==> config.mk <==
export PLATFORM = sky130hd
export DESIGN_NAME = mux_sel_sequencer
export DESIGN_NICKNAME = d
export VERILOG_FILES = /design/src/rtl/mux_sel_sequencer_pkg.sv /design/src/rtl/mux_sel_sequencer_dwell_counter.sv /design/src/rtl/mux_sel_sequencer.sv
export SDC_FILE = /design/constraint.sdc
export NUM_CORES = 1
export LEC_CHECK = 0
export CAP_MARGIN = 20
export CORE_ASPECT_RATIO = 1.25
export CORE_UTILIZATION = 46
export CTS_BUF_LIST = sky130_fd_sc_hd__clkbuf_4 sky130_fd_sc_hd__clkbuf_8 sky130_fd_sc_hd__clkbuf_16
export CTS_CLUSTER_SIZE = 30
export DETAILED_ROUTE_END_ITERATION = 10
export PLACE_DENSITY = 0.74
export SYNTH_ARGS = -nofsm -noshare
export SYNTH_HDL_FRONTEND = slang
export SYNTH_HIERARCHICAL = 1
export SYNTH_SLANG_ARGS = --single-unit
==> constraint.sdc <==
create_clock -name CLK -period 1.6 [get_ports CLK]
set_clock_uncertainty 0.05 [all_clocks]
set_input_delay 0.32 -clock CLK [delete_from_list [all_inputs] [get_ports CLK]]
set_output_delay 0.32 -clock CLK [all_outputs]
set_load 0.02 [all_outputs]
==> src/rtl/mux_sel_sequencer_pkg.sv <==
// Shared encodings for the mux select sequencer: FSM states and the last select position.
package mux_sel_sequencer_pkg;
  typedef enum logic [1:0] {
    ST_IDLE   = 2'd0,
    ST_SCAN   = 2'd1,
    ST_FINISH = 2'd2
  } state_t;

  localparam logic [1:0] SEL_LAST = 2'd3;
endpackage

==> src/rtl/mux_sel_sequencer_dwell_counter.sv <==
// Dwell counter for one select position; tick is registered and high while count == DWELL-1.
module dwell_counter #(
  parameter int DWELL = 1,
  parameter int CNT_W = 8
) (
  input  logic CLK,
  input  logic RST,
  input  logic clear,
  input  logic en,
  output logic tick
);
  localparam int LAST_I = (DWELL < 1) ? 0 : DWELL - 1;
  localparam logic [CNT_W-1:0] LAST = CNT_W'(LAST_I);

  logic [CNT_W-1:0] count;
  logic [CNT_W-1:0] count_inc;

  assign count_inc = count + CNT_W'(1);

  // tick is computed from the value count will hold next cycle so it lines up with count itself
  always_ff @(posedge CLK) begin
    if (RST) begin
      count <= '0;
      tick  <= 1'b0;
    end else if (clear) begin
      count <= '0;
      tick  <= (LAST == '0);
    end else if (en) begin
      count <= count_inc;
      tick  <= (count_inc == LAST);
    end else begin
      tick  <= 1'b0;
    end
  end
endmodule

==> src/rtl/mux_sel_sequencer.sv <==
// Drives a latched word onto a 4:1 mux, steps the select 0..3 with a dwell, and reassembles Y into Q.
module mux_sel_sequencer
  import mux_sel_sequencer_pkg::*;
#(
  parameter int DWELL = 1,
  parameter int CNT_W = 8
) (
  input  logic       CLK,
  input  logic       RST,
  input  logic       START,
  input  logic [3:0] DATA,
  input  logic       Y,
  output logic [1:0] S,
  output logic [3:0] I,
  output logic       BUSY,
  output logic       STEP,
  output logic [3:0] Q,
  output logic       DONE,
  output logic       MISMATCH
);
  state_t     state, nxt;
  logic       tick, clear, en, accept;
  logic [1:0] s_nxt;
  logic [3:0] q_nxt;

  dwell_counter #(.DWELL(DWELL), .CNT_W(CNT_W)) u_dwell (
    .CLK  (CLK),
    .RST  (RST),
    .clear(clear),
    .en   (en),
    .tick (tick)
  );

  assign STEP = tick;

  always_ff @(posedge CLK) begin
    if (RST) state <= ST_IDLE;
    else     state <= nxt;
  end

  always_comb begin
    nxt    = state;
    clear  = 1'b0;
    en     = 1'b0;
    accept = 1'b0;
    s_nxt  = S;
    q_nxt  = Q;
    case (state)
      ST_IDLE: begin
        s_nxt = 2'd0;
        if (START) begin
          accept = 1'b1;
          clear  = 1'b1;
          q_nxt  = 4'd0;
          nxt    = ST_SCAN;
        end
      end
      ST_SCAN: begin
        if (tick) begin
          q_nxt[S] = Y;
          if (S == SEL_LAST) begin
            nxt = ST_FINISH;
          end else begin
            s_nxt = S + 2'd1;
            clear = 1'b1;
          end
        end else begin
          en = 1'b1;
        end
      end
      ST_FINISH: begin
        s_nxt = 2'd0;
        nxt   = ST_IDLE;
      end
      default: begin
        s_nxt = 2'd0;
        nxt   = ST_IDLE;
      end
    endcase
  end

  // Flags are loaded from the next-state decode so they are valid in the cycle they describe
  always_ff @(posedge CLK) begin
    if (RST) begin
      S        <= 2'd0;
      I        <= 4'd0;
      Q        <= 4'd0;
      BUSY     <= 1'b0;
      DONE     <= 1'b0;
      MISMATCH <= 1'b0;
    end else begin
      S        <= s_nxt;
      Q        <= q_nxt;
      if (accept) I <= DATA;
      BUSY     <= (nxt != ST_IDLE);
      DONE     <= (nxt == ST_FINISH);
      MISMATCH <= (nxt == ST_FINISH) && (q_nxt != I);
    end
  end
endmodule

==> impl_metrics.csv <==
group,metric,value,unit
clock_network,cts_root_buf,"clkbuf_4",
worst_hold_path,holdPathStages,3,
placed_design,hpwl,2.07,mm
sta,final.setup.worst_slack,-0.0669,ns
worst_setup_path,startpoint_type,"flip-flop",
clock_network,cts_buffer_depth,2,
synthesis,postSynth.asyncResetShare,0,%
floorplanning,die_y,58.7,um
floorplanning,start_util,48.8,%
sta,min_period_over_period,104,%
synthesis,synthTopCellsByArea,"dfxtp_1 41%, nor2_1 6.0%, ha_1 5.3%, mux2i_1 5.1%, xor2_1 4.4%",
synthesis,synth_area_per_cell,8.91,um^2
worst_hold_path,hold_path.class,"in2reg",
global_route,overflow,0,
sta,hold_viol_final,0,
layout,insertedDiodeCount,0,
sta,final.setup.tns,-0.0669,ns
floorplanning,die-area,2780,um^2
placed_design,pre_cts_slack,-0.525,ns
synthesis,synth_cell_type_count,35,
power_and_ir_drop,powerDensity,663,nW/um^2
drt,antenna_left,0,
global_route,antenna_found_initial,0,
drt,vias,1084,
drt,first_pass_iters,4,
layout,area_delta_synth_final,39.0,%
drt,wl_per_cell,13.5,um
run_status,status,"finished with violations",
worst_setup_path,rr_worst_depth,5,
layout,fin_nets,188,
layout,final-seq-area,492,um^2
synthesis,ys_seq_area_share,40.5,%
worst_setup_path,cp_cell_sequence,"and3b_1, and2_4, a211oi_2, o22ai_1, o41a_1",
worst_setup_path,cpPeakStageDelay,0.40,ns
worst_setup_path,r2r_slack,-0.07,ns
layout,fillers,214,
sta,fmax,600,MHz
worst_setup_path,startpoint,"state[1]",
sta,setup_violations,1,
clock_network,cts-htree-levels,1,
worst_setup_path,reg2reg_from,"state[1]",
synthesis,synthCells,133,
sta,rsz0062_at_grt,"yes",
clock_network,cts.clk_slew.worst_paths,0.12,ns
sta,fin_crit,1.67,ns
drt,drtIter0Drc,13,
synthesis,synth_fp_nets,146,
synthesis,ys_ff_latch,24,
sta,drv_slew,0,
worst_setup_path,critPathTopFamily,"compound AO/OA/AOI/OAI gates",
synthesis,synth_edf_count,0,
clock_network,cts_hold_buffers,0,
power_and_ir_drop,power,0.00109,W
global_route,grt_pass1_vias,1070,
worst_setup_path,crit_path_end,"MISMATCH",
clock_network,cts_tree,"built",
worst_setup_path,cp.arrival,1.82,ns
clock_network,clk-insertion-delay-late,0.31,ns
synthesis,ys.warnings.count,6,
floorplanning,die_x,47.4,um
worst_setup_path,slowest_stage,"o41a_1",
synthesis,syn_area,1180,um^2
drt,avgViaCountPerCell,5.24,
run_status,violations,"setup timing",
layout,drive_gt1_share,29.3,%
worst_setup_path,crit_required,1.75,ns
drt,route.detailed.drc,0,
worst_setup_path,worstSetupPathType,"reg2reg",
power_and_ir_drop,p_leak,0.728,nW
worst_setup_path,cp_num_buf_inv,0,
sta,hold_ws,0.412,ns
clock_network,clock-sinks,24,
synthesis,yosys.area.top_type,"dfxtp_1",
worst_setup_path,timing.rr.end,"MISMATCH",
layout,multi_input_area,721,um^2
synthesis,synthFlopType,"dfxtp_1",
floorplanning,rows,20,
worst_setup_path,crit_cells,5,
floorplanning,ios,22,
drt,drt-total-wl,2.80,mm
sta,worst_pin_slew,0.364,ns
power_and_ir_drop,ir_worst_vdd,0.570,mV
sta,maxSlewHeadroom,75.5,%
global_route,grt_start_max_net_pins,14,
worst_setup_path,critPathMaxFanout,4,
global_route,grt_pass1_wl,4.48,mm
placed_design,portBuffers,21,
clock_network,cts-buffers-inserted,3,
global_route,grt_usage,22.4,%
job,maxCapViolations,0,
worst_setup_path,worstSetupEndpointType,"flip-flop",
placed_design,gp_congestion,0.849,
synthesis,synth.top_cell.area_share,40.5,%
floorplanning,core-area,2430,um^2
-- layout make-up --
class / count / area share [%]
multi-input combinational: 101 / 43.8
sequential: 24 / 29.9
timing repair buffer: 42 / 21.2
tap: 33 / 2.51
clock buffer: 4 / 1.82
inverter: 3 / 0.836
-- per-layer routing --
layer,GRT usage [%],wire (um),up-vias
li1,-,-,548
met3,2.76,87,4
met1,24.1,1120,506
met2,41.3,1550,26
met5,0,0,-
met4,9.80,36,0
-- Yosys cell counts, types with 2 or more instances --
cell type and number:
mux2i_1 6, and3_4 2, clkbuf_1 2, nor3_1 7
a21oi_1 6, and2_1 2, ha_1 5, nand2b_1 2
nor2_1 19, inv_1 3, nand2_1 12, xnor2_1 4
dfxtp_1 24, xor2_1 6, buf_2 2, nand4_1 3
and3_1 2, nand3_1 9
-- report_power, final --
| group | internal, W | total [W] | switching [W] |
|---|---|---|---|
| Combinational | 0.0000912 | 0.000176 | 0.0000848 |
| Sequential | 0.000611 | 0.000628 | 0.0000174 |
| Clock | 0.000114 | 0.000287 | 0.000173 |
-- per-stage QoR --
step	area (um^2)	instances	util (%)
after floorplan	1220	133	-
after global placement	1570	200	64.5
after detailed placement	1570	200	64.5
after CTS	1620	206	66.8
after global routing	1650	207	67.8
final	1650	207	67.8
-- timing repair --
item                                   4_1_cts  5_1_grt
setup buffers                                2        1
setup endpoints to repair                   18       10
resized for setup                           26        5
pin swaps                                    3        5
endpoints found under the hold margin        0        0
-- cell usage in the layout, fill, tap and decap left out, drive strengths merged, types with 2 or more instances in the layout --
master,instances
xnor2,4
and2,2
inv,3
nand2b,2
dfxtp,24
clkbuf,4
buf,21
nand3,9
nand2,12
nand4,3
mux2i,6
and3,4
ha,5
clkdlybuf4s50,6
dlygate4sd2,15
nor3,7
nor2,19
xor2,6
a21oi,6
a211oi,2
-- logic make-up after synthesis --
| group | after synthesis | synth area share [%] |
|---|---|---|
| adders and majority gates | 5 | 5.28 |
| and+or+nand+nor | 62 | 25.8 |
| xor gates and xnor gates | 10 | 7.39 |
| AOI/OAI and AO/OA | 18 | 12.6 |
| DFF | 24 | 40.5 |
| buffers and inverters | 8 | 3.38 |
| muxes | 6 | 5.07 |
-- flip-flops by register name, summed over array words and instances, names as in the netlist --
register and count:
u_dwell/count 8, I 4, Q 4, S 2
state 2, BUSY 1, DONE 1, MISMATCH 1
u_dwell/tick 1
-- worst reg2reg max path: stages (launching register included) --
cell      delay [ns]
dfxtp_2         0.37
and3b_1         0.22
and2_4          0.18
a211oi_2        0.24
o22ai_1         0.12
o41a_1          0.40
-- how the worst min path moves through the flow --
stage,slack [ns],from,endpoint
floorplan,0.33,RST,u_dwell/tick
global placement,0.41,Q[3],Q[3]
detailed placement,0.41,Q[3],Q[3]
CTS,0.39,START,BUSY
global route,0.43,START,BUSY
finish,0.41,START,BUSY
Power figures use the tool's default switching activity.
